===== src/rtl/elevator_request_scheduler_pkg.sv =====
// Shared types and constants for the elevator request scheduler.
package elevator_request_scheduler_pkg;

  localparam int unsigned FLOOR_W            = 4;
  localparam int unsigned DEFAULT_NUM_FLOORS = 10;

  typedef enum logic [1:0] {
    IDLE,
    SERVE_UP,
    SERVE_DOWN,
    DWELL
  } sched_state_e;

endpackage


===== src/rtl/elevator_request_scheduler_if.sv =====
// Call/position inputs and target/status outputs between the scheduler and its surroundings.
interface elevator_request_scheduler_if
  import elevator_request_scheduler_pkg::*;
#(
  parameter int unsigned NUM_FLOORS = DEFAULT_NUM_FLOORS
) ();

  logic [NUM_FLOORS-1:0] call_btn;
  logic [FLOOR_W-1:0]    current_floor;
  logic [FLOOR_W-1:0]    target_floor;
  logic [NUM_FLOORS-1:0] pending;
  logic                  dir_up;
  logic                  busy;

  modport master (
    output call_btn, current_floor,
    input  target_floor, pending, dir_up, busy
  );

  modport slave (
    input  call_btn, current_floor,
    output target_floor, pending, dir_up, busy
  );

endinterface


===== src/rtl/elevator_request_scheduler_floor_search.sv =====
// Combinational SCAN search: nearest pending floor at/above and at/below the car.
module elevator_request_scheduler_floor_search
  import elevator_request_scheduler_pkg::*;
#(
  parameter int unsigned NUM_FLOORS = DEFAULT_NUM_FLOORS
) (
  input  logic [NUM_FLOORS-1:0] pending_i,
  input  logic [FLOOR_W-1:0]    current_floor_i,
  output logic [FLOOR_W-1:0]    up_hit_o,
  output logic                  up_valid_o,
  output logic [FLOOR_W-1:0]    down_hit_o,
  output logic                  down_valid_o
);

  // Up scan walks downward so the last match is the lowest; down scan walks upward.
  always_comb begin
    up_hit_o     = '0;
    up_valid_o   = 1'b0;
    down_hit_o   = '0;
    down_valid_o = 1'b0;
    for (int unsigned i = 0; i < NUM_FLOORS; i++) begin
      if (pending_i[NUM_FLOORS-1-i] && (FLOOR_W'(NUM_FLOORS-1-i) >= current_floor_i)) begin
        up_hit_o   = FLOOR_W'(NUM_FLOORS-1-i);
        up_valid_o = 1'b1;
      end
      if (pending_i[i] && (FLOOR_W'(i) <= current_floor_i)) begin
        down_hit_o   = FLOOR_W'(i);
        down_valid_o = 1'b1;
      end
    end
  end

endmodule


===== src/rtl/elevator_request_scheduler.sv =====
// SCAN request scheduler feeding the elevator FSM's requested_floor.
// Optional door dwell at each served floor: define DOOR_DWELL_EN.
module elevator_request_scheduler
  import elevator_request_scheduler_pkg::*;
#(
  parameter int unsigned NUM_FLOORS   = DEFAULT_NUM_FLOORS,
  parameter int unsigned DWELL_CYCLES = 10000000
) (
  input logic                         clk,
  input logic                         reset,
  elevator_request_scheduler_if.slave bus
);

  if (NUM_FLOORS < 1 || NUM_FLOORS > 16 || DWELL_CYCLES < 1) begin : g_cfg_err
    $error("elevator_request_scheduler: unsupported NUM_FLOORS/DWELL_CYCLES");
  end

  sched_state_e          state_q;
  logic [NUM_FLOORS-1:0] btn_q, pending_q, pending_d;
  logic [NUM_FLOORS-1:0] btn_edge, cur_oh, set_mask, clr_mask;
  logic [FLOOR_W-1:0]    target_q;
  logic                  dir_up_q, busy_q, arrive;
  logic [FLOOR_W-1:0]    up_hit, down_hit;
  logic                  up_valid, down_valid;

`ifdef DOOR_DWELL_EN
  localparam int unsigned CNT_W = (DWELL_CYCLES > 1) ? $clog2(DWELL_CYCLES) : 1;
  logic [CNT_W-1:0] dwell_cnt_q;
  logic             dwell_up_q, dwell_press;
`endif

  elevator_request_scheduler_floor_search #(
    .NUM_FLOORS (NUM_FLOORS)
  ) u_search (
    .pending_i       (pending_q),
    .current_floor_i (bus.current_floor),
    .up_hit_o        (up_hit),
    .up_valid_o      (up_valid),
    .down_hit_o      (down_hit),
    .down_valid_o    (down_valid)
  );

  always_comb begin
    btn_edge = bus.call_btn & ~btn_q;
    cur_oh   = '0;
    for (int unsigned i = 0; i < NUM_FLOORS; i++) begin
      if (FLOOR_W'(i) == bus.current_floor) cur_oh[i] = 1'b1;
    end
    arrive   = ((state_q == SERVE_UP) || (state_q == SERVE_DOWN)) &&
               (target_q == bus.current_floor) && (|(pending_q & cur_oh));
    set_mask = btn_edge;
    clr_mask = arrive ? cur_oh : '0;
`ifdef DOOR_DWELL_EN
    // A press of the floor the doors are open at only extends the dwell.
    dwell_press = (state_q == DWELL) && (|(btn_edge & cur_oh));
    if (state_q == DWELL) set_mask = btn_edge & ~cur_oh;
`endif
    pending_d = (pending_q | set_mask) & ~clr_mask;
  end

  always_ff @(posedge clk) begin
    if (reset) begin
      state_q     <= IDLE;
      btn_q       <= '0;
      pending_q   <= '0;
      target_q    <= '0;
      dir_up_q    <= 1'b0;
      busy_q      <= 1'b0;
`ifdef DOOR_DWELL_EN
      dwell_cnt_q <= '0;
      dwell_up_q  <= 1'b0;
`endif
    end else begin
      btn_q     <= bus.call_btn;
      pending_q <= pending_d;
      busy_q    <= |pending_d;
      case (state_q)
        IDLE: begin
          target_q <= bus.current_floor;
          dir_up_q <= 1'b0;
          if (up_valid) begin
            state_q  <= SERVE_UP;
            target_q <= up_hit;
            dir_up_q <= 1'b1;
          end else if (down_valid) begin
            state_q  <= SERVE_DOWN;
            target_q <= down_hit;
          end
        end
        SERVE_UP: begin
          if (arrive) begin
            target_q <= bus.current_floor;
            dir_up_q <= 1'b1;
`ifdef DOOR_DWELL_EN
            state_q     <= DWELL;
            dwell_cnt_q <= '0;
            dwell_up_q  <= 1'b1;
            busy_q      <= 1'b1;
`endif
          end else if (up_valid) begin
            target_q <= up_hit;
            dir_up_q <= 1'b1;
          end else if (down_valid) begin
            state_q  <= SERVE_DOWN;
            target_q <= down_hit;
            dir_up_q <= 1'b0;
          end else begin
            state_q  <= IDLE;
            target_q <= bus.current_floor;
            dir_up_q <= 1'b0;
          end
        end
        SERVE_DOWN: begin
          if (arrive) begin
            target_q <= bus.current_floor;
            dir_up_q <= 1'b0;
`ifdef DOOR_DWELL_EN
            state_q     <= DWELL;
            dwell_cnt_q <= '0;
            dwell_up_q  <= 1'b0;
            busy_q      <= 1'b1;
`endif
          end else if (down_valid) begin
            target_q <= down_hit;
            dir_up_q <= 1'b0;
          end else if (up_valid) begin
            state_q  <= SERVE_UP;
            target_q <= up_hit;
            dir_up_q <= 1'b1;
          end else begin
            state_q  <= IDLE;
            target_q <= bus.current_floor;
            dir_up_q <= 1'b0;
          end
        end
`ifdef DOOR_DWELL_EN
        DWELL: begin
          target_q <= bus.current_floor;
          dir_up_q <= dwell_up_q;
          busy_q   <= 1'b1;
          if (dwell_press) begin
            dwell_cnt_q <= '0;
          end else if (dwell_cnt_q == CNT_W'(DWELL_CYCLES - 1)) begin
            state_q <= dwell_up_q ? SERVE_UP : SERVE_DOWN;
            busy_q  <= |pending_d;
          end else begin
            dwell_cnt_q <= dwell_cnt_q + CNT_W'(1);
          end
        end
`endif
        default: begin
          state_q  <= IDLE;
          target_q <= bus.current_floor;
          dir_up_q <= 1'b0;
        end
      endcase
    end
  end

  assign bus.target_floor = target_q;
  assign bus.pending      = pending_q;
  assign bus.dir_up       = dir_up_q;
  assign bus.busy         = busy_q;

endmodule


===== src/flat_wrapper.sv =====
// flat-port wrapper written by rule: the top's interface ports become plain ports
module elevator_request_scheduler_flat import elevator_request_scheduler_pkg::*;
#(
  parameter int unsigned NUM_FLOORS   = DEFAULT_NUM_FLOORS,
  parameter int unsigned DWELL_CYCLES = 10000000
)
  (clk, reset, bus_call_btn, bus_current_floor, bus_target_floor, bus_pending, bus_dir_up, bus_busy);
  elevator_request_scheduler_if #(.NUM_FLOORS(NUM_FLOORS)) bus_i ();
  input logic clk;
  input logic reset;
  input wire logic [$bits(bus_i.call_btn)-1:0] bus_call_btn;
  input wire logic [$bits(bus_i.current_floor)-1:0] bus_current_floor;
  output wire logic [$bits(bus_i.target_floor)-1:0] bus_target_floor;
  output wire logic [$bits(bus_i.pending)-1:0] bus_pending;
  output wire logic [$bits(bus_i.dir_up)-1:0] bus_dir_up;
  output wire logic [$bits(bus_i.busy)-1:0] bus_busy;
  assign bus_i.call_btn = bus_call_btn;
  assign bus_i.current_floor = bus_current_floor;
  assign bus_target_floor = bus_i.target_floor;
  assign bus_pending = bus_i.pending;
  assign bus_dir_up = bus_i.dir_up;
  assign bus_busy = bus_i.busy;
  elevator_request_scheduler #(.NUM_FLOORS(NUM_FLOORS), .DWELL_CYCLES(DWELL_CYCLES)) u_core (.clk(clk), .reset(reset), .bus(bus_i));
endmodule

===== config.mk =====
export PLATFORM = sky130hd
export DESIGN_NAME = elevator_request_scheduler_flat
export DESIGN_NICKNAME = d
export VERILOG_FILES = /design/src/rtl/elevator_request_scheduler_pkg.sv /design/src/rtl/elevator_request_scheduler_if.sv /design/src/rtl/elevator_request_scheduler_floor_search.sv /design/src/rtl/elevator_request_scheduler.sv /design/src/flat_wrapper.sv
export SDC_FILE = /design/constraint.sdc
export NUM_CORES = 1
export LEC_CHECK = 0
export ABC_AREA = 1
export BUFFER_PORTS_ARGS = -buffer_cell sky130_fd_sc_hd__buf_2
export CAP_MARGIN = 0
export CELL_PAD_IN_SITES_DETAIL_PLACEMENT = 1
export CELL_PAD_IN_SITES_GLOBAL_PLACEMENT = 2
export CORE_UTILIZATION = 28
export CTS_BUF_LIST = sky130_fd_sc_hd__clkbuf_4 sky130_fd_sc_hd__clkbuf_8
export DETAILED_ROUTE_END_ITERATION = 8
export PLACE_DENSITY = 0.79
export SYNTH_ARGS = -nofsm -noshare
export SYNTH_HDL_FRONTEND = slang
export SYNTH_HIERARCHICAL = 1
export SYNTH_SLANG_ARGS = --single-unit

===== constraint.sdc =====
create_clock -name clk -period 2.3 [get_ports clk]
set_input_delay 0.46 -clock clk [delete_from_list [all_inputs] [get_ports clk]]
set_output_delay 0.46 -clock clk [all_outputs]
set_load 0.005 [all_outputs]

---- Word level (Yosys, flattened, before mapping) ----
Cells that the tools add are included.
cells by class
  eq/ne operators ......................... 17
  bitwise gates (word level) .............. 6
  reductions and logical operators ........ 28
  muxes and demuxes ....................... 71
  magnitude comparators ................... 20
operators by type and width
  operator                                                        count
  two-way mux 4 bit                                               24
  two-way mux 1 bit                                               36
  AND 10 bit                                                      3
  logical AND 1 bit                                               22
  NOT 10 bit                                                      2
  OR reduction 10 bit                                             2
  equality test 3 x 4 -> 1 bit (first input constant)             4
  >= comparator 3 x 4 -> 1 bit (first input constant)             4
  less-or-equal comparator 3 x 4 -> 1 bit (first input constant)  4
  two-way mux 2 bit                                               7
  case mux 4 bit (3 select lines)                                 1
  two-way mux 10 bit                                              1
  OR 10 bit                                                       1
  equality test 2 x 4 -> 1 bit (first input constant)             2
  equality test 4 bit (first input constant)                      2
  >= comparator 1 x 4 -> 1 bit (first input constant)             2
  >= comparator 2 x 4 -> 1 bit (first input constant)             2
  >= comparator 4 bit (first input constant)                      2
  less-or-equal comparator 1 x 4 -> 1 bit (first input constant)  2
  less-or-equal comparator 2 x 4 -> 1 bit (first input constant)  2
  less-or-equal comparator 4 bit (first input constant)           2
  != test 2 bit (second input constant)                           4
  case mux 2 bit (3 select lines)                                 1
  AND reduction 5 bit                                             1
  9 further kinds                                                 9
storage, ports and cells
  register bits ........................... 28
  word-level logic and storage cells ...... 148
  output and inout port bits .............. 16
  input bits .............................. 16

---- Depth between registers and ports, before layout ----
Gate-level depths: netlist (run 1).
  word-level depth ........................ 16
  depth in mapped cells ................... 19
  mapped depth without buffers ............ 19

---- Cells and area by module ----
Netlist (run 1), hierarchy kept.
by module, submodules not included
  module                                   times used  area each (um^2)  seq. area each (um^2)  cells each
  elevator_request_scheduler               1           1694.1            560.5                  251
  elevator_request_scheduler_floor_search  1           365.4             0.0                    79

---- Worst setup path before layout (run 1) ----
Ideal clock, no wire load.
  path kind ............................... input -> register
  start ................................... input bus_current_floor[3]
  end ..................................... register u_core.target_q[2] (netlist: u_core/bus.target_floor[2])
  data required time ...................... 2.187 ns
  stages on the path ...................... 16
  buffers on the path ..................... 1
  arrival time ............................ 2.108 ns
  setup time .............................. 0.113 ns
  slack ................................... 0.079 ns
  cell sequence ........................... nor2_4 > inv_2 > nor2_4 > nand2_1 > nand2_1 > nor2_1 > nand3_1 > buf_2 > inv_1 > or2_2 > o211ai_1 > nand2_1 > nand3_1 > nand2_1 > o21ai_1 > inv_1
between the ends
  longest elaborated chain between the ends .. 16
  elaborated cells on any way between the ends .. 108
  those cells by class .................... order compare (20); eq/ne (10); mux (53); bitwise (1); reduce/logical (24)
RTL lines
  item                                 line                                           text
  start: declaration                   flat_wrapper.sv:12                             input wire logic [$bits(bus_i.current_floor)-1:0] bus_current_floor;
  >= comparator 4 bit                  elevator_request_scheduler_floor_search.sv:22  if (pending_i[NUM_FLOORS-1-i] && (FLOOR_W'(NUM_FLOORS-1-i) >= current_floor_i)) begin
  logical AND 1 bit                    elevator_request_scheduler_floor_search.sv:22
  two-way mux 1 bit (9 in series)      elevator_request_scheduler_floor_search.sv:22
  two-way mux 1 bit (*)                elevator_request_scheduler_floor_search.sv:22
  via u_core.up_valid                  elevator_request_scheduler.sv:24               logic up_valid, down_valid;
  two-way mux 4 bit                    elevator_request_scheduler.sv:126              end else if (up_valid) begin
  two-way mux 4 bit                    elevator_request_scheduler.sv:123              end else if (down_valid) begin
  two-way mux 4 bit                    elevator_request_scheduler.sv:114              if (arrive) begin
  case mux 4 bit (3 select lines) (*)  elevator_request_scheduler.sv:77               case (state_q)
  end signal: assignment               elevator_request_scheduler.sv:79               target_q <= bus.current_floor;
  end signal: assignment               elevator_request_scheduler.sv:115              target_q <= bus.current_floor;
  end signal: assignment               elevator_request_scheduler.sv:124              target_q <= down_hit;
  end: declaration                     elevator_request_scheduler.sv:21               logic [FLOOR_W-1:0] target_q;
Mark *: on every way through the listed nets, which the timed path passes. The rest lies on a longest branch.
A chain may end at the register's enable or synchronous reset.

---- Worst setup path after layout (run 1) ----
  start ................................... input bus_current_floor[3]
  end ..................................... register u_core.target_q[1] (netlist: u_core/bus.target_floor[1])
between the ends
  longest elaborated chain between the ends .. 16
  elaborated cells on any way between the ends .. 109
  those cells by class .................... order compare (20); eq/ne (10); mux (54); bitwise (1); reduce/logical (24)
RTL lines
  item                                     line                                                                 text
  less-or-equal comparator 1 x 4 -> 1 bit  elevator_request_scheduler_floor_search.sv:26                        if (pending_i[i] && (FLOOR_W'(i) <= current_floor_i)) begin
  logical AND 1 bit                        elevator_request_scheduler_floor_search.sv:26
  two-way mux 1 bit (9 in series)          elevator_request_scheduler_floor_search.sv:26
  two-way mux 1 bit (*)                    elevator_request_scheduler_floor_search.sv:26
  via u_core.down_valid                    elevator_request_scheduler.sv:24
  two-way mux 4 bit                        elevator_request_scheduler.sv:85, elevator_request_scheduler.sv:103
  two-way mux 4 bit                        elevator_request_scheduler.sv:81                                     if (up_valid) begin
  two-way mux 4 bit                        elevator_request_scheduler.sv:91                                     if (arrive) begin
  case mux 4 bit (3 select lines) (*)      elevator_request_scheduler.sv:77
  end signal: assignment                   elevator_request_scheduler.sv:79
  end signal: assignment                   elevator_request_scheduler.sv:83                                     target_q <= up_hit;
  end signal: assignment                   elevator_request_scheduler.sv:92                                     target_q <= bus.current_floor;
Marks and branches as above.

==> metrics.md, run 1 <==
| Metric | Value |
|---|---|
| Highest achievable clock rate | 0.4463 GHz |
| Final hold vios | 0 |
| Synthesized net count | 350 |
| Max Cap Viol | 0 |
| Power share of the combinational group | 48.6% |
| Initial antenna violation count | 0 |
| Total power density per cell area | 654.3 mW/mm^2 |
| Final clock period utilization by the worst path | 97.41% |
| Row count | 30 |
| Number of nets at the end of the flow | 430 |
| Top cell by count, worst path | sky130_fd_sc_hd__buf_4 |
| Total of flip-flops plus latches after synthesis | 28 |
| Combinational family with the most area after synthesis | simple AND/OR/NAND/NOR gates |
| Critical-path maximum fanout | 7 |
| Sw frac | 40.34% |
| Synthesized-area fraction occupied by ao, oa, aoi and oai cells | 17.56% |
| Synth cell types | 35 |
| Kind of end point of the critical path | flop |
| Required time at the endpoint of the critical path | 2.53 ns |
| Number of instances in the synthesized netlist | 330 |
| Top-level port count | 32 |
| Post-route ant nets | 0 |
| Drt drc | 0 |
| Cell area after technology mapping | 0.002059 sq mm |
| Vertical die dimension | 87.76 microns |
| Largest net degree at the start of global routing | 26 |
| Power, Total | 1.858 mW |
| Final instance area | 0.002840 sq mm |
| Path category of the worst min-delay check | in -> reg |
| Number of H-tree levels | 1 |
| Initial Util | 29.66% |
| Simple logic cell fraction of the synthesized area | 42.47% |
| Switching power summed over all nets | 749.6 uW |
| Adder-cell area share of the yosys netlist | 2.430% |
| Average wire length per cell after detail routing | 13.96 microns |
| Clk sink count | 28 |
| CTS Root Buffer Type | sky130_fd_sc_hd__clkbuf_8 |
| Highest-delay cell along the critical path | sky130_fd_sc_hd__a2111oi_4 |
| First-pass iteration count of the detailed router | 4 |
| RePlAce Congestion | 0.8162 |
| Tot GR Track Use | 19.23% |
| Mean area per synthesized cell | 6.241 sq um |
| Kind of critical path | in -> reg |
| Final max-slew violation count | 0 |
| Worst supply voltage drop on vdd | 0.0003268 V |
| First-pass GRT wire length | 11490 microns |
| Post-DR vias/cell | 4.824 |
| Final hold slack | 0.3899 ns |
| Final global-route overflow total | 0 |
| Number of clock buffers inserted by TritonCTS | 3 |
| Overall via count from detail_route | 2436 |
| Portion of the post-synthesis area used by sequential elements | 27.22% |
| Share of power burned in the clock network | 17.1% |
| Clock tree from TritonCTS | done |
| Relative slew margins | 68.51% |
| Final period demand of the worst path | 2.240 ns |
| Final total negative setup slack | 0 ns |
| Source-to-sink clock delay at the later pin of the worst-skew pair | 0.28 ns |
| Leakage power of the design | 1.478 nW |
| Core Footprint | 0.006944 sq mm |
| Area of placed instances | 0.002679 sq mm |
| Longest Clk Path Bufs | 2 |
| Register clock-pin slew on the reported worst setup and hold paths | 0.11 ns |
| DRT Wirelength | 7048 microns |
| Worst slew pin tran | 0.4723 ns |
| Sum of net half-perimeters after detailed placement | 5696 microns |
| Filler cell count | 943 |
| Post-route clock skew | 0.006670 ns |
| Layout overhead on the synthesized area | 37.91% |
| Share of power burned in registers | 34.4% |
| WP data arrival | 2.47 ns |
| Internal power of the cells | 1.109 mW |
| DIE WIDTH | 87.76 microns |
| Critical Path Max Stage Delay | 0.28 ns |
| Total Die Area | 0.007702 sq mm |
| Proportion of layout cells with a drive suffix above 1 | 31.54% |
| Critical Path Source Type | input pin |
| Final setup violation count | 0 |
| Warnings from Yosys | 6 |
| Number of global-route vias before repair | 2381 |
| Most frequent standard cell in the layout excluding fill and tap cells | sky130_fd_sc_hd__nand2_1 |
| Antenna Cells | 0 |
| I/O Buffers | 31 |
| Mux contribution to synthesized area | 0% |
| Commonest non-fill, non-tap cells in the layout | sky130_fd_sc_hd__nand2_1 (78), sky130_fd_sc_hd__buf_4 (47), sky130_fd_sc_hd__nor2_1 (46) |
| XOR/XNOR share of the synthesized area | 0.4253% |
| Result of the run | complete, no violations |
| CP Cell Sequence | buf_4 -> nor2_4 -> inv_2 -> nor2_4 -> o21ai_4 -> a2111oi_4 -> nand2_1 -> inv_2 -> buf_4 -> or2_2 -> o211ai_1 -> buf_4 -> o21ai_0 -> o21ai_2 -> inv_1 |
| Starting DRC count in detailed routing | 94 |
## kinds of logic (layout without fill, tap and decap cells)
family | Yosys count | in the layout
compound gates | 54 | 54
xor+xnor | 1 | 1
fa+ha+maj | 4 | 4
buf+inv | 50 | 129
flops | 28 | 28
simple gates | 193 | 193
## registers in the layout, summed over array words and instances, names as in the netlist
register and count:
u_core/btn_q 10, u_core/bus.busy 1, u_core/bus.dir_up 1, u_core/bus.pending 10, u_core/bus.target_floor 4, u_core/state_q 2
## cell type report
cell class,instances,area (sq um),share of cell area [%]
inverters,44,165.2,5.815
multi-input cells,252,1350,47.53
flip-flops and latches,28,563.0,19.82
well taps,96,120.1,4.229
clock buffers,4,55.05,1.938
repair buffers,81,586.8,20.66
## path summary, 6_finish.rpt
kind | start | cells after the start | end | slack (ns)
setup reg to reg | u_core/bus.pending[3] | 12 | u_core/bus.target_floor[1] | 0.14
hold / removal | bus_call_btn[0] | 3 | u_core/btn_q[0] | 0.39
hold reg to reg | u_core/state_q[1] | 2 | u_core/state_q[1] | 0.53
setup / recovery | bus_current_floor[3] | 15 | u_core/bus.target_floor[1] | 0.06
## synthesized netlist by cell type (all sizes together)
cell | instances | area (sq um)
o211ai | 8 | 65.06
o21bai | 10 | 75.07
nor2 | 56 | 252.7
a21oi | 9 | 48.80
a2111oi | 1 | 15.01
nand3 | 36 | 192.7
inv | 43 | 161.4
clkinv | 1 | 3.750
o21a | 1 | 7.510
a31oi | 4 | 25.02
clkbuf | 3 | 11.26
nand4 | 4 | 25.02
nand2 | 83 | 324.1
a22oi | 1 | 7.510
ha | 4 | 50.05
xnor2 | 1 | 8.760
dfxtp | 28 | 560.5
or2 | 8 | 50.05
a21boi | 1 | 7.510
buf | 3 | 27.52
nor3 | 6 | 30.03
o21ai | 19 | 110.1
## worst max-delay path: cells and delay by family
| family | cells | cell delay (ns) |
|---|---|---|
| compound gates | 5 | 0.80 |
| buf+inv | 6 | 0.62 |
| simple gates | 4 | 0.58 |
## power by group through the flow
stage | Combinational [mW] | Sequential, mW | Clock [mW]
global route | 1.01 | 0.651 | 0.346
finish | 0.902 | 0.639 | 0.317
detailed placement | 0.856 | 0.650 | 0
CTS | 0.859 | 0.638 | 0.328
floorplan | 0.527 | 0.633 | 0
global placement | 0.841 | 0.647 | 0
## per-layer routing
layer	routed length [microns]	GRT usage, %
met2	3411	32.70
met4	65	4.173
met5	0	0
met3	202	2.639
met1	3368	25.78
## metrics by stage
| stage | worst slack [ns] | util, % | cells |
|---|---|---|---|
| after detailed placement | -0.2576 | 38.58 | 497 |
| final | 0.05960 | 40.90 | 505 |
| after CTS | 0.04286 | 39.37 | 501 |
| after floorplan | 0.07898 | - | 330 |
| after global placement | -0.2140 | 38.58 | 497 |
| after global routing | -0.07184 | 40.90 | 505 |
## repair_timing
item,4_1_cts,5_1_grt
hold buffers,0,0
setup buffers,0,4
gates resized for setup,0,26
endpoints found under the setup margin,0,6
(Power assumes the default switching activity.)
==> run 2: changes to the inputs <==
--- a/config.mk
+++ b/config.mk
@@ -10,10 +10,10 @@
 export CAP_MARGIN = 0
 export CELL_PAD_IN_SITES_DETAIL_PLACEMENT = 1
 export CELL_PAD_IN_SITES_GLOBAL_PLACEMENT = 2
-export CORE_UTILIZATION = 28
+export CORE_UTILIZATION = 31
 export CTS_BUF_LIST = sky130_fd_sc_hd__clkbuf_4 sky130_fd_sc_hd__clkbuf_8
 export DETAILED_ROUTE_END_ITERATION = 8
-export PLACE_DENSITY = 0.79
+export PLACE_DENSITY = 0.83
 export SYNTH_ARGS = -nofsm -noshare
 export SYNTH_HDL_FRONTEND = slang
 export SYNTH_HIERARCHICAL = 1
==> constraint.sdc (replaced) <==
create_clock -name clk -period 2.2 [get_ports clk]
set_input_delay 0.44 -clock clk [delete_from_list [all_inputs] [get_ports clk]]
set_output_delay 0.44 -clock clk [all_outputs]
set_load 0.005 [all_outputs]
==> metrics.md, run 2 (synthesized netlist as in run 1, its figures left out) <==
| Metric | Value |
|---|---|
| Final global-route overflow total | 0 (unchanged) |
| Most frequent standard cell in the layout excluding fill and tap cells | sky130_fd_sc_hd__nand2_1 (unchanged) |
| RePlAce Congestion | 0.8137 (was 0.8162) |
| Drt drc | 0 (unchanged) |
| Clock tree from TritonCTS | done (unchanged) |
| Row count | 29 (was 30) |
| Sum of net half-perimeters after detailed placement | 5846 microns (was 5696 microns) |
| Final total negative setup slack | 0 ns (unchanged) |
| Critical-path maximum fanout | 5 (was 7) |
| Total power density per cell area | 670.5 mW/mm^2 (was 654.3 mW/mm^2) |
| Post-route clock skew | 0.005900 ns (was 0.006670 ns) |
| Leakage power of the design | 1.534 nW (was 1.478 nW) |
| Kind of end point of the critical path | flop (unchanged) |
| Proportion of layout cells with a drive suffix above 1 | 35.63% (was 31.54%) |
| Register clock-pin slew on the reported worst setup and hold paths | 0.10 ns (was 0.11 ns) |
| RSZ-0062 raised after global routing | true |
| I/O Buffers | 31 (unchanged) |
| Number of clock buffers inserted by TritonCTS | 3 (unchanged) |
| Total Die Area | 0.006973 sq mm (was 0.007702 sq mm) |
| Source-to-sink clock delay at the later pin of the worst-skew pair | 0.28 ns (about the same) |
| Final clock period utilization by the worst path | 97.62% |
| Final max-slew violation count | 0 (unchanged) |
| Number of H-tree levels | 1 (unchanged) |
| Post-DR vias/cell | 5.086 (was 4.824) |
| Path category of the worst min-delay check | in -> reg (unchanged) |
| Final hold vios | 0 (unchanged) |
| DRT Wirelength | 7539 microns (was 7048 microns) |
| Final hold slack | 0.3690 ns (was 0.3899 ns) |
| Clk sink count | 28 (unchanged) |
| Top-level port count | 32 (unchanged) |
| Critical Path Source Type | input pin (unchanged) |
| Max Cap Viol | 0 (unchanged) |
| Vertical die dimension | 83.51 microns (was 87.76 microns) |
| Tot GR Track Use | 21.64% (was 19.23%) |
| Highest-delay cell along the critical path | sky130_fd_sc_hd__or2_2 (was sky130_fd_sc_hd__a2111oi_4) |
| Util after Layout | 46.36% (was 40.90%) |
| Highest achievable clock rate | 0.4656 GHz |
| Layout overhead on the synthesized area | 43.74% (was 37.91%) |
| Initial antenna violation count | 0 (unchanged) |
| Top cell by count, worst path | sky130_fd_sc_hd__nand2_1 (was sky130_fd_sc_hd__buf_4) |
| Category of cells accounting for the largest share of critical-path delay | simple AND/OR/NAND/NOR gates (was compound AO/OA/AOI/OAI gates) |
| Filler cell count | 853 (was 943) |
| Post-route ant nets | 0 (unchanged) |
| Number of nets at the end of the flow | 442 (was 430) |
| Required time at the endpoint of the critical path | 2.39 ns (was 2.53 ns) |
| Worst slew pin tran | 0.5020 ns (was 0.4723 ns) |
| CTS Root Buffer Type | sky130_fd_sc_hd__clkbuf_8 (unchanged) |
| Number of global-route vias before repair | 2543 (was 2381) |
| Initial Util | 32.25% (was 29.66%) |
| Antenna Cells | 0 (unchanged) |
| First-pass iteration count of the detailed router | 5 (was 4) |
| Relative slew margins | 66.54% (was 68.51%) |
| Core Footprint | 0.006386 sq mm (was 0.006944 sq mm) |
| Critical Path Max Stage Delay | 0.31 ns (was 0.28 ns) |
| First-pass GRT wire length | 12080 microns (was 11490 microns) |
| Count of buffering cells on the critical path with inverters included | 3 (was 6) |
| Average wire length per cell after detail routing | 15.14 microns (was 13.96 microns) |
| Worst setup slack for register-to-register paths | 0.12 ns (was 0.14 ns) |
| Final setup violation count | 0 (unchanged) |
| WP data arrival | 2.34 ns (was 2.47 ns) |
| Overall via count from detail_route | 2533 (was 2436) |
| Commonest non-fill, non-tap cells in the layout | sky130_fd_sc_hd__nand2_1 (77), sky130_fd_sc_hd__buf_4 (58), sky130_fd_sc_hd__nor2_1 (42) (was sky130_fd_sc_hd__nand2_1 (78), sky130_fd_sc_hd__buf_4 (47), sky130_fd_sc_hd__nor2_1 (46)) |
| Longest Clk Path Bufs | 2 (unchanged) |
| Result of the run | complete, no violations (unchanged) |
| Largest net degree at the start of global routing | 26 (unchanged) |
| Final period demand of the worst path | 2.148 ns |
| Worst supply voltage drop on vdd | 0.0004397 V (was 0.0003268 V) |
| Starting DRC count in detailed routing | 137 (was 94) |
| CP Cell Sequence | buf_12 -> nor2_4 -> buf_4 -> nand2_2 -> nand2_1 -> o21ai_1 -> nand2_1 -> nand2_1 -> nand2_1 -> nand2_1 -> nand2_1 -> nand2_1 -> or2_2 -> o211ai_1 -> nand2_1 -> nand3_1 -> nand2_1 -> o21ai_1 -> inv_1 (was buf_4 -> nor2_4 -> inv_2 -> nor2_4 -> o21ai_4 -> a2111oi_4 -> nand2_1 -> inv_2 -> buf_4 -> or2_2 -> o211ai_1 -> buf_4 -> o21ai_0 -> o21ai_2 -> inv_1) |
| DIE WIDTH | 83.51 microns (was 87.76 microns) |
| Kind of critical path | in -> reg (unchanged) |
-- run 2: worst min-delay path, cell delays in order --
cell,delay (ns)
sky130_fd_sc_hd__buf_2,0.07
sky130_fd_sc_hd__inv_1,0.04
sky130_fd_sc_hd__nor2_1,0.07
-- run 2: power by group --
part	switching [mW]	total (mW)	internal [mW]
combinational	0.552	0.979	0.427
clock	0.171	0.332	0.161
sequential	0.0810	0.674	0.593
-- run 2: path summary, 6_finish.rpt --
check                         from                         end  cells after the start
max           bus_current_floor[3]  u_core/bus.target_floor[0]                     19
min                bus_call_btn[3]             u_core/btn_q[3]                      3
max reg2reg  u_core/bus.pending[9]  u_core/bus.target_floor[2]                     13
min reg2reg      u_core/state_q[1]           u_core/state_q[1]                      2
-- run 2: per-layer routing --
| metal | wire, microns | track usage, % |
|---|---|---|
| met3 | 185 | 2.176 |
| met5 | 0 | 0 |
| met2 | 3806 | 38.60 |
| met4 | 61 | 4.622 |
| met1 | 3485 | 28.23 |
-- run 2: what timing repair did --
item                                    4_1_cts  5_1_grt
gates resized for setup                       5       43
endpoints found under the hold margin         0        0
buffers inserted                              0        9
endpoints found under the setup margin        1        7
pin swaps                                     1       23
hold buffers                                  0        0
-- run 2: cell type report --
class                      instances  area (sq um)  area share [%]
timing repair buffer              93         686.9           23.20
multi-input combinational        252          1388           46.87
tap                               77         96.34           3.254
clock buffer                       4         55.05           1.860
inverter                          44         167.7           5.664
sequential                        28         566.8           19.15
-- run 2: stage by stage --
step	instances	setup WS, ns	instance area [sq um]	total power [mW]
after floorplan	330	0.03588	2059	1.214
after global placement	485	-0.2211	2683	1.549
after detailed placement	485	-0.3146	2683	1.575
after CTS	489	0.009456	2751	1.923
after global routing	498	-0.09511	2960	2.145
final	498	0.05226	2960	1.985
==> run 3: changes to the inputs <==
--- a/config.mk
+++ b/config.mk
@@ -14,6 +14,7 @@
 export CTS_BUF_LIST = sky130_fd_sc_hd__clkbuf_4 sky130_fd_sc_hd__clkbuf_8
 export DETAILED_ROUTE_END_ITERATION = 8
 export PLACE_DENSITY = 0.83
+export SETUP_SLACK_MARGIN = 0.1
 export SYNTH_ARGS = -nofsm -noshare
 export SYNTH_HDL_FRONTEND = slang
 export SYNTH_HIERARCHICAL = 1
==> metrics.md, run 3 (synthesized netlist as in run 1, its figures left out) <==
| Metric | Value |
|---|---|
| Total power density per cell area | 667.4 mW/mm^2 (was 670.5 mW/mm^2) |
| DRT Wirelength | 7765 microns (was 7539 microns) |
| Drt drc | 0 (unchanged) |
| Worst setup slack for register-to-register paths | 0.14 ns (was 0.12 ns) |
| Core Footprint | 0.006386 sq mm (unchanged) |
| Worst reg2reg path startpoint | u_core/bus.pending[8] (was u_core/bus.pending[9]) |
| Required time at the endpoint of the critical path | 2.38 ns (was 2.39 ns) |
| Relative slew margins | 65.74% (was 66.54%) |
| Path category of the worst min-delay check | in -> reg (unchanged) |
| Row count | 29 (unchanged) |
| First-pass iteration count of the detailed router | 4 (was 5) |
| Worst supply voltage drop on vdd | 0.0004063 V (was 0.0004397 V) |
| Initial Util | 32.25% (unchanged) |
| Clock tree from TritonCTS | done (unchanged) |
| Leakage power of the design | 1.578 nW (was 1.534 nW) |
| Number of H-tree levels | 1 (unchanged) |
| RSZ-0062 raised after global routing | true (unchanged) |
| Most frequent standard cell in the layout excluding fill and tap cells | sky130_fd_sc_hd__nand2_1 (unchanged) |
| Worst-case reg-to-reg path depth | 13 (unchanged) |
| Top-level port count | 32 (unchanged) |
| Critical-path maximum fanout | 7 (was 5) |
| Commonest non-fill, non-tap cells in the layout | sky130_fd_sc_hd__nand2_1 (72), sky130_fd_sc_hd__buf_4 (61), sky130_fd_sc_hd__nor2_1 (43) (was sky130_fd_sc_hd__nand2_1 (77), sky130_fd_sc_hd__buf_4 (58), sky130_fd_sc_hd__nor2_1 (42)) |
| CTS Root Buffer Type | sky130_fd_sc_hd__clkbuf_8 (unchanged) |
| Critical Path Source Type | input pin (unchanged) |
| Worst Hold End | u_core/btn_q[0] (was u_core/btn_q[3]) |
| DIE WIDTH | 83.51 microns (unchanged) |
| Max Cap Viol | 0 (unchanged) |
| Antenna Cells | 0 (unchanged) |
| Number of global-route vias before repair | 2507 (was 2543) |
| Starting DRC count in detailed routing | 179 (was 137) |
| Final clock period utilization by the worst path | 95.70% (was 97.62%) |
| Number of nets at the end of the flow | 446 (was 442) |
| Kind of end point of the critical path | flop (unchanged) |
| Longest Clk Path Bufs | 2 (unchanged) |
| Final hold vios | 0 (unchanged) |
| Tot GR Track Use | 21.86% (was 21.64%) |
| Source-to-sink clock delay at the later pin of the worst-skew pair | 0.28 ns (about the same) |
| Total Die Area | 0.006973 sq mm (unchanged) |
| Proportion of layout cells with a drive suffix above 1 | 38.82% (was 35.63%) |
| Sum of net half-perimeters after detailed placement | 5655 microns (was 5846 microns) |
| Overall via count from detail_route | 2485 (was 2533) |
| First-pass GRT wire length | 12230 microns (was 12080 microns) |
| Number of clock buffers inserted by TritonCTS | 3 (unchanged) |
| R2R Path End | u_core/bus.target_floor[1] (was u_core/bus.target_floor[2]) |
| Kind of critical path | in -> reg (unchanged) |
| Post-DR vias/cell | 4.950 (was 5.086) |
| Average wire length per cell after detail routing | 15.47 microns (was 15.14 microns) |
| Largest net degree at the start of global routing | 26 (unchanged) |
| Final global-route overflow total | 0 (unchanged) |
| Final instance area | 0.003092 sq mm (was 0.002960 sq mm) |
| Post-route ant nets | 0 (unchanged) |
| RePlAce Congestion | 0.8097 (was 0.8137) |
| Worst slack at placement | -0.2982 ns (was -0.3146 ns) |
| I/O Buffers | 31 (unchanged) |
| Final period demand of the worst path | 2.105 ns (was 2.148 ns) |
| Power, Total | 2.064 mW (was 1.985 mW) |
| Initial antenna violation count | 0 (unchanged) |
| Worst slew pin tran | 0.5140 ns (was 0.5020 ns) |
| WP data arrival | 2.29 ns (was 2.34 ns) |
| Result of the run | complete, no violations (unchanged) |
| Clk sink count | 28 (unchanged) |
| Post-route clock skew | 0.005379 ns (was 0.005900 ns) |
| Worst setup margin | 0.09456 ns (was 0.05226 ns) |
| Highest achievable clock rate | 0.4750 GHz (was 0.4656 GHz) |
| Area of placed instances | 0.002661 sq mm (was 0.002683 sq mm) |
| Final max-slew violation count | 0 (unchanged) |
| Vertical die dimension | 83.51 microns (unchanged) |
| Startpoint of the lowest-slack hold path | bus_call_btn[0] (was bus_call_btn[3]) |
| Final setup violation count | 0 (unchanged) |
| Final total negative setup slack | 0 ns (unchanged) |
| Layout overhead on the synthesized area | 50.12% (was 43.74%) |
| Number of cells on the worst hold path | 3 (unchanged) |
| Util after Layout | 48.41% (was 46.36%) |
| Register clock-pin slew on the reported worst setup and hold paths | 0.10 ns (about the same) |
==> run 3: layer usage <==
metal / routed length [microns] / up-vias / global-route usage, %
li1: - / 1261 / -
met5: 0 / - / 0
met1: 3514 / 1175 / 29.67
met4: 116 / 0 / 5.547
met3: 265 / 8 / 2.572
met2: 3867 / 41 / 36.89
==> run 3: area by class of cell <==
type                    instances  area [sq um]
repair buffers                 97         720.7
well taps                      77         96.34
inverters                      44         167.7
flip-flops and latches         28         565.5
multi-input cells             252          1486
clock buffers                   4         55.05
fillers                       857          3294
==> run 3: metrics by stage <==
stage	hold WS, ns	cells
3_5_place_dp	0.5302	483
3_3_place_gp	0.5092	483
4_1_cts	0.3663	496
2_1_floorplan	0.4971	330
5_1_grt	0.3746	502
6_report	0.3758	502
==> run 3: worst max path at each step <==
stage	from	end	slack, ns	cells past startpoint
floorplan	bus_current_floor[2]	u_core/bus.target_floor[2]	0.10	16
global placement	bus_current_floor[0]	u_core/bus.target_floor[0]	-0.24	16
detailed placement	bus_current_floor[0]	u_core/bus.target_floor[3]	-0.30	16
CTS	bus_current_floor[3]	u_core/bus.target_floor[1]	0.10	16
global route	bus_current_floor[2]	u_core/bus.target_floor[1]	-0.03	16
finish	bus_current_floor[2]	u_core/bus.target_floor[1]	0.09	16
==> run 3: repair_timing <==
| item | in CTS | in global routing |
|---|---|---|
| hold buffers | 0 | 0 |
| pin swaps | 18 | 37 |
| buffers inserted | 9 | 7 |
| endpoints found under the setup margin | 5 | 7 |
| gates resized for setup | 21 | 43 |
| gates cloned | 0 | 0 |
==> run 3: power by group <==
group	switching, mW	internal, mW	total (mW)
Sequential	0.0807	0.593	0.674
Clock	0.169	0.160	0.329
Combinational	0.590	0.471	1.06
==> run 3: critical path, cell delays in order <==
cell and delay, ns:
sky130_fd_sc_hd__buf_12 0.11, sky130_fd_sc_hd__nor2_4 0.20, sky130_fd_sc_hd__inv_2 0.08, sky130_fd_sc_hd__nor2_4 0.15
sky130_fd_sc_hd__nand2_2 0.10, sky130_fd_sc_hd__nand2_2 0.10, sky130_fd_sc_hd__nor2_2 0.05, sky130_fd_sc_hd__nand3_2 0.08
sky130_fd_sc_hd__inv_2 0.06, sky130_fd_sc_hd__or2_4 0.24, sky130_fd_sc_hd__o211ai_1 0.24, sky130_fd_sc_hd__nand2_1 0.09
sky130_fd_sc_hd__nand3_1 0.08, sky130_fd_sc_hd__nand2_1 0.07, sky130_fd_sc_hd__o21ai_2 0.14, sky130_fd_sc_hd__inv_1 0.05
